==> src/rtl/b2bcd_serial_ctrl.sv <==
`default_nettype none
// ============================================================================
// Module   : b2bcd_serial_ctrl
// Purpose  : Sequential binary-to-BCD converter. One shift-and-add-3
//            (double-dabble) iteration per clock, WIDTH iterations per
//            operand, packed BCD result presented with a one-cycle pulse.
//            Flags operands that do not fit in DIGIT decimal digits.
// Ports    : clk         - clock, rising edge active
//            rst_n       - asynchronous active-low reset
//            in_valid    - operand strobe, sampled only while idle
//            Binary_code - WIDTH-bit binary operand
//            busy        - conversion in progress
//            out_valid   - one-cycle completion pulse
//            BCD_code    - DIGIT*4-bit packed BCD result (digit 0 = LSBs)
//            overflow    - operand was 10^DIGIT or greater
// Revision : 1.0 - initial release
// ============================================================================
module b2bcd_serial_ctrl #(
    parameter int WIDTH = 8,
    parameter int DIGIT = 3
) (
    input  logic                 clk,
    input  logic                 rst_n,
    input  logic                 in_valid,
    input  logic [WIDTH-1:0]     Binary_code,
    output logic                 busy,
    output logic                 out_valid,
    output logic [DIGIT*4-1:0]   BCD_code,
    output logic                 overflow
);

    localparam int c_cnt_w = $clog2(WIDTH + 1);
    localparam int c_bcd_w = DIGIT * 4;

    localparam logic [0:0]         c_st_idle = 1'b0;
    localparam logic [0:0]         c_st_conv = 1'b1;
    localparam logic [c_cnt_w-1:0] c_last    = c_cnt_w'(WIDTH - 1);

    logic [0:0]          r_state;
    logic [WIDTH-1:0]    r_bin_sr;
    logic [c_bcd_w-1:0]  r_bcd;
    logic [c_cnt_w-1:0]  r_cnt;
    logic                r_ovf_acc;

    logic [0:0]          w_state_nxt;
    logic [WIDTH-1:0]    w_bin_nxt;
    logic [c_bcd_w-1:0]  w_bcd_nxt;
    logic [c_cnt_w-1:0]  w_cnt_nxt;
    logic                w_ovf_acc_nxt;
    logic [c_bcd_w-1:0]  w_result_nxt;
    logic                w_overflow_nxt;
    logic                w_out_valid_nxt;

    logic [c_bcd_w-1:0]  w_adj;
    logic [c_bcd_w-1:0]  w_shift;
    logic                w_shift_out;

    // Per-digit add-3 correction; digits are independent, no carry between them.
    for (genvar k = 0; k < DIGIT; k++) begin : g_digit
        assign w_adj[4*k +: 4] = (r_bcd[4*k +: 4] >= 4'd5) ? (r_bcd[4*k +: 4] + 4'd3)
                                                            : r_bcd[4*k +: 4];
    end

    // Corrected BCD shifts left with the next binary MSB entering at bit 0.
    // The bit leaving the top digit is a lost decimal carry: it marks overflow.
    assign w_shift     = {w_adj[c_bcd_w-2:0], r_bin_sr[WIDTH-1]};
    assign w_shift_out = w_adj[c_bcd_w-1];

    assign busy = (r_state == c_st_conv);

    always_comb begin
        w_state_nxt     = r_state;
        w_bin_nxt       = r_bin_sr;
        w_bcd_nxt       = r_bcd;
        w_cnt_nxt       = r_cnt;
        w_ovf_acc_nxt   = r_ovf_acc;
        w_result_nxt    = BCD_code;
        w_overflow_nxt  = overflow;
        w_out_valid_nxt = 1'b0;

        case (r_state)
            c_st_idle: begin
                if (in_valid) begin
                    w_bin_nxt     = Binary_code;
                    w_bcd_nxt     = '0;
                    w_cnt_nxt     = '0;
                    w_ovf_acc_nxt = 1'b0;
                    w_state_nxt   = c_st_conv;
                end
            end
            c_st_conv: begin
                w_bin_nxt     = r_bin_sr << 1;
                w_bcd_nxt     = w_shift;
                w_ovf_acc_nxt = r_ovf_acc | w_shift_out;
                w_cnt_nxt     = r_cnt + c_cnt_w'(1);
                // Final iteration: publish this iteration's result directly so
                // the output lands on the same edge as the last shift.
                if (r_cnt == c_last) begin
                    w_result_nxt    = w_shift;
                    w_overflow_nxt  = r_ovf_acc | w_shift_out;
                    w_out_valid_nxt = 1'b1;
                    w_state_nxt     = c_st_idle;
                end
            end
            default: begin
                w_state_nxt = c_st_idle;
            end
        endcase
    end

    always_ff @(posedge clk or negedge rst_n) begin
        if (!rst_n) begin
            r_state   <= c_st_idle;
            r_bin_sr  <= '0;
            r_bcd     <= '0;
            r_cnt     <= '0;
            r_ovf_acc <= 1'b0;
            BCD_code  <= '0;
            overflow  <= 1'b0;
            out_valid <= 1'b0;
        end else begin
            r_state   <= w_state_nxt;
            r_bin_sr  <= w_bin_nxt;
            r_bcd     <= w_bcd_nxt;
            r_cnt     <= w_cnt_nxt;
            r_ovf_acc <= w_ovf_acc_nxt;
            BCD_code  <= w_result_nxt;
            overflow  <= w_overflow_nxt;
            out_valid <= w_out_valid_nxt;
        end
    end

endmodule
`default_nettype wire
==> config.mk <==
export PLATFORM = sky130hd
export DESIGN_NAME = b2bcd_serial_ctrl
export DESIGN_NICKNAME = d
export VERILOG_FILES = /design/src/rtl/b2bcd_serial_ctrl.sv
export SDC_FILE = /design/constraint.sdc
export NUM_CORES = 1
export LEC_CHECK = 0
export BUFFER_PORTS_ARGS = -buffer_cell sky130_fd_sc_hd__buf_2
export CAP_MARGIN = 5
export CORE_AREA = 3 3 70 59
export CTS_CLUSTER_DIAMETER = 40
export DETAILED_ROUTE_END_ITERATION = 10
export DIE_AREA = 0 0 73 62
export GPL_TIMING_DRIVEN = 0
export MAX_ROUTING_LAYER = met4
export PLACE_DENSITY = 0.86
export SYNTH_ARGS = -nofsm -noshare
export SYNTH_HDL_FRONTEND = slang
export SYNTH_SLANG_ARGS = --single-unit
==> constraint.sdc <==
create_clock -name clk -period 1.9 [get_ports clk]
set_clock_uncertainty 0.05 [all_clocks]
set_input_delay 0.19 -clock clk [delete_from_list [all_inputs] [get_ports clk]]
set_output_delay 0.19 -clock clk [all_outputs]
set_load 0.005 [all_outputs]
=== Yosys cells after proc, flatten, opt, wreduce, memory -nomap -nowiden ===
Cells that the tools add are included.

* Memories kept: 0
* Memory bits (writable): 0
* Memory bits (read-only): 0
* Register bits: 40
* Output and inout bits: 15
* Word-level logic and storage cells: 36
* Latch bits: 0

* Reduce and logical (&&, ||, !) cells: 1
* Eq/ne operators: 2
* Div/mod/pow operators: 0
* $add $sub $neg: 4
* Shift-type cells: 0
* Mux-type cells: 16
* Magnitude comparators: 3
* Multipliers: 0
* Bitwise logic cells: 2

{| class="wikitable"
|+ Operators with widths
! cell !! count
|-
| $pmux 12 s2 || 1
|-
| $mux 4 || 4
|-
| $pmux 8 s2 || 1
|-
| $add 4x2->4 const B || 3
|-
| $ge 4x3->1 const B || 3
|-
| $mux 12 || 1
|-
| $mux 8 || 1
|-
| $pmux 4 s2 || 1
|-
| $mux 1 || 5
|-
| $add 4x1->4 const B || 1
|-
| $eq 4x3->1 const B || 1
|-
| $pmux 1 s2 || 2
|-
| $ne 2x2->1 const B || 1
|-
| $reduce_and 2->1 || 1
|-
| $not 1->1 || 1
|-
| $or 1x1->1 || 1
|}

=== Depth between registers and ports, before layout ===
* Depth in word-level cells: 4
* Mapped depth: 6

=== Least setup slack after synthesis ===
Ideal clock, no wire load.

* Kind: flip-flop to flip-flop
* From: register r_bcd[8]
* To: register r_bcd[10]
* Stages on the path, launching flop included: 7
* Arrival time: 1.406 ns
* Slack: 0.362 ns
* Buffers on the path: 0
* Data required time: 1.768 ns
* Clock period less this slack: 1.538 ns
* Setup time: 0.082 ns
* Cells stage by stage: dfrtp_1 inv_1 ha_1 nand2b_1 a21oi_1 mux2_2 o22ai_1

* Cells in the longest elaborated chain, start to end: 3
* Elaborated cells between the ends (all ways): 4
* Those cells by class: 1 x add/sub; 1 x order compare; 2 x mux

{| class="wikitable"
|+ Ends and longest elaborated chain
! what !! line !! RTL
|-
| start, declared || 41 || <nowiki>logic [c_bcd_w-1:0] r_bcd;</nowiki>
|-
| start signal, assigned || 124 || <nowiki>r_bcd <= w_bcd_nxt;</nowiki>
|-
| $add 4x2->4 / $ge 4x3->1 (equally long branches) || 60 || <nowiki>assign w_adj[4*k +: 4] = (r_bcd[4*k +: 4] >= 4'd5) ? (r_bcd[4*k +: 4] + 4'd3)</nowiki>
|-
| $mux 4 (*) || 60 ||
|-
| $pmux 12 s2 (*) || 81 || <nowiki>case (r_state)</nowiki>
|}

Every way passes the cells marked *; elsewhere a longest branch is shown, timed or not.
A chain may end at the register's enable or synchronous reset.

=== Worst setup path after layout ===
* From: register r_bcd[8]
* To: register BCD_code[10]

* Cells in the longest elaborated chain, start to end: 2
* Elaborated cells between the ends (all ways): 3
* Those cells by class: 1 x add/sub; 1 x order compare; 1 x mux

{| class="wikitable"
|+ Ends and longest elaborated chain
! what !! line !! RTL
|-
| $add 4x2->4 / $ge 4x3->1 (equally long branches) || 60 ||
|-
| $mux 4 (*) || 60 ||
|-
| end signal, assigned || 127 || <nowiki>BCD_code <= w_result_nxt;</nowiki>
|-
| end, declared || 28 || <nowiki>output logic [DIGIT*4-1:0] BCD_code,</nowiki>
|}

Marks and branches as above.

==> flow_summary.toml <==
[outcome]
status = "complete, no violations"

[timing]
fin_hold_ws_ns = 0.0845
fin_setup_tns_ns = 0
slew_headroom_pct = 42.1
worst_pin_slew_ns = 0.868
final-hold-violation-count = 0
fmax_mhz = 599
slew_viol_final = 0
setup_viol_count_final = 0
fin_crit_sh_pct = 87.8
period_minus_slack_ns = 1.67
setup_slack_ns = 0.231
rsz0062_at_grt = "false"

[drt]
ant_nets = 0
vias = 1336
wirelength_um = 3440
drt_first_iter_violations = 80
drt-pass1-iter-count = 4
vias_per_cell = 5.32
avgRoutedWirePerCell_um = 13.7
drc = 0

[cts]
clk_root_buffer_cell = "clkbuf_8"
ctsLongestPathBuffers = 2
clk_pin_slew_ns = 0.08
cts_buffers = 5
clock_latency_ns = 0.30
cts_tree = "built"
ctsResizeCount = 0
htreeDepth = 2
cts.sinks = 40
postCtsHoldBufs = 1
post-cts-setup-buffers = 0

[place]
dp.cells = 242
gp_congestion = 0.784
dpl_worst_slack_ns = 0.226
place_area_um2 = 2080
port_buffers = 24
dpl.hpwl_um = 2460

[final_layout]
final_cell_area_um2 = 2200
num_antenna_cells = 0
layout.nets = 226
syn2layout_area_growth_pct = 15.4
fin_util_pct = 63.8
layout-drive-gt1-share_pct = 24.9
stdcell_count = 251

[min_path]
hold_path_class = "input pin to flop"

[setup_path]
critPathMaxFanout = 4
crit_path_start_kind = "flop"
critical_path_class = "flop to flop"
rrSetupSlack_ns = 0.23
critPathCaptureType = "flop"
arrival_ns = 1.85
crit_required_ns = 2.08

[yosys]
yosysWarnings = 0
synth.avg_cell_area_um2 = 10.8
ys_seq_area_share_pct = 52.6
synth_area_um2 = 1900
synthArstFlopShare_pct = 100
dominantRegCellSynth = "dfrtp_1"
synth-seq-cells = 40
synth_top_cell_by_area = "dfrtp_1"
synthCells = 176
synth_nets = 194
ys_types = 33
yosysTopAreaCellShare_pct = 52.6
yosys-top-cells-area = "dfrtp_1, mux2i_1, nand2_1, o21ai_0, ha_1"
synth_edf_count = 0

[power]
p_leak_nw = 1.08
power_density_nw_per_um2 = 1770
ir_drop_v = 0.000995
p_total_mw = 3.88

[grt]
grt_pass1_wl_um = 6090
antenna_found_initial = 0
grt_pass1_vias = 1311
groute.usage.overall_pct = 18.4
grt-ovfl-total = 0
grt_max_degree = 41

[job]
max_cap_violations = 0

[floorplan]
core-area_um2 = 3450
io-pin-count = 26
die-area_um2 = 4530
dieWidth_um = 73
start_util_pct = 55.2
core.rowCount = 19
fp.dieH_um = 62
==> per-layer routing <==
metal	vias to the layer above	wire length [µm]	global-route usage, %
met5	-	0	-
met3	8	146	4.34
li1	674	-	-
met2	25	1480	26.9
met4	0	68	7.89
met1	629	1750	24.7
==> registers in the layout, summed over array words and instances (netlist names) <==
name,flops
r_ovf_acc,1
busy,1
overflow,1
r_bin_sr,8
out_valid,1
r_bcd,12
r_cnt,4
BCD_code,12
==> cell usage after synthesis, types with 2 or more instances <==
library cell,n
a22o_1,2
nand2b_1,3
buf_6,2
nand2_1,26
nor3_1,2
nand3_1,2
ha_1,7
inv_1,7
dfrtp_1,40
o21ai_1,2
a21o_1,4
a21oi_1,6
buf_2,4
and3_1,2
mux2i_1,10
o22ai_1,6
o21ai_0,18
xnor2_1,4
inv_2,2
mux2_4,4
nor2_1,5
nor3b_1,5
a21oi_2,2
buf_4,2
==> worst max-delay path, stage by stage, from the launching register on <==
cell      delay (ns)
dfrtp_1         0.41
inv_1           0.10
ha_1            0.21
nand2b_1        0.09
a21oi_1         0.23
mux2_2          0.37
o21ai_0         0.14
==> report_power, final <==
part / switching (mW) / internal [mW] / total (mW)
Clock: 0.311 / 0.389 / 0.699
Sequential: 0.279 / 1.23 / 1.51
Combinational: 0.824 / 0.846 / 1.67
==> final cells by class <==
type / instances / area [µm²]
inverter: 9 / 33.8
buffer: 8 / 57.6
fill: 275 / 1250
tap: 42 / 52.6
timing repair buffer: 25 / 130
sequential: 40 / 1000
clock buffer: 5 / 68.8
multi-input combinational: 119 / 812
clock inverter: 3 / 42.5
==> logic make-up (layout without fill, tap and decap cells) <==
logic type	count (synthesis)	count (layout)	share of synthesized area (%)
simple gates	47	47	12.4
compound gates	45	45	14.4
flops	40	40	52.6
buf+inv	17	50	4.80
mux	15	15	9.00
fa+ha+maj	7	7	4.60
xor+xnor	5	5	2.30
==> worst paths after layout <==
| kind | depth (start not counted) | start | to |
|---|---|---|---|
| setup / recovery | 6 | r_bcd[8] | BCD_code[10] |
| hold / removal | 3 | Binary_code[0] | r_bin_sr[0] |
| setup reg to reg | 6 | r_bcd[8] | BCD_code[10] |
| hold reg to reg | 2 | BCD_code[4] | BCD_code[4] |
| max in group asynchronous | 2 | rst_n | r_bcd[5] |
| min in group asynchronous | 2 | rst_n | overflow |
==> cells in the final DEF (no fill, tap or decap), drive strengths merged, types with 3 or more instances in the layout <==
cell type	count
dfrtp	40
buf	32
nand2	26
o21ai	20
mux2i	10
inv	9
a21oi	8
ha	7
o22ai	6
nor2	5
nor3b	5
clkbuf	5
a21o	5
mux2	5
xnor2	4
nand2b	3
(Power assumes the default switching activity.)
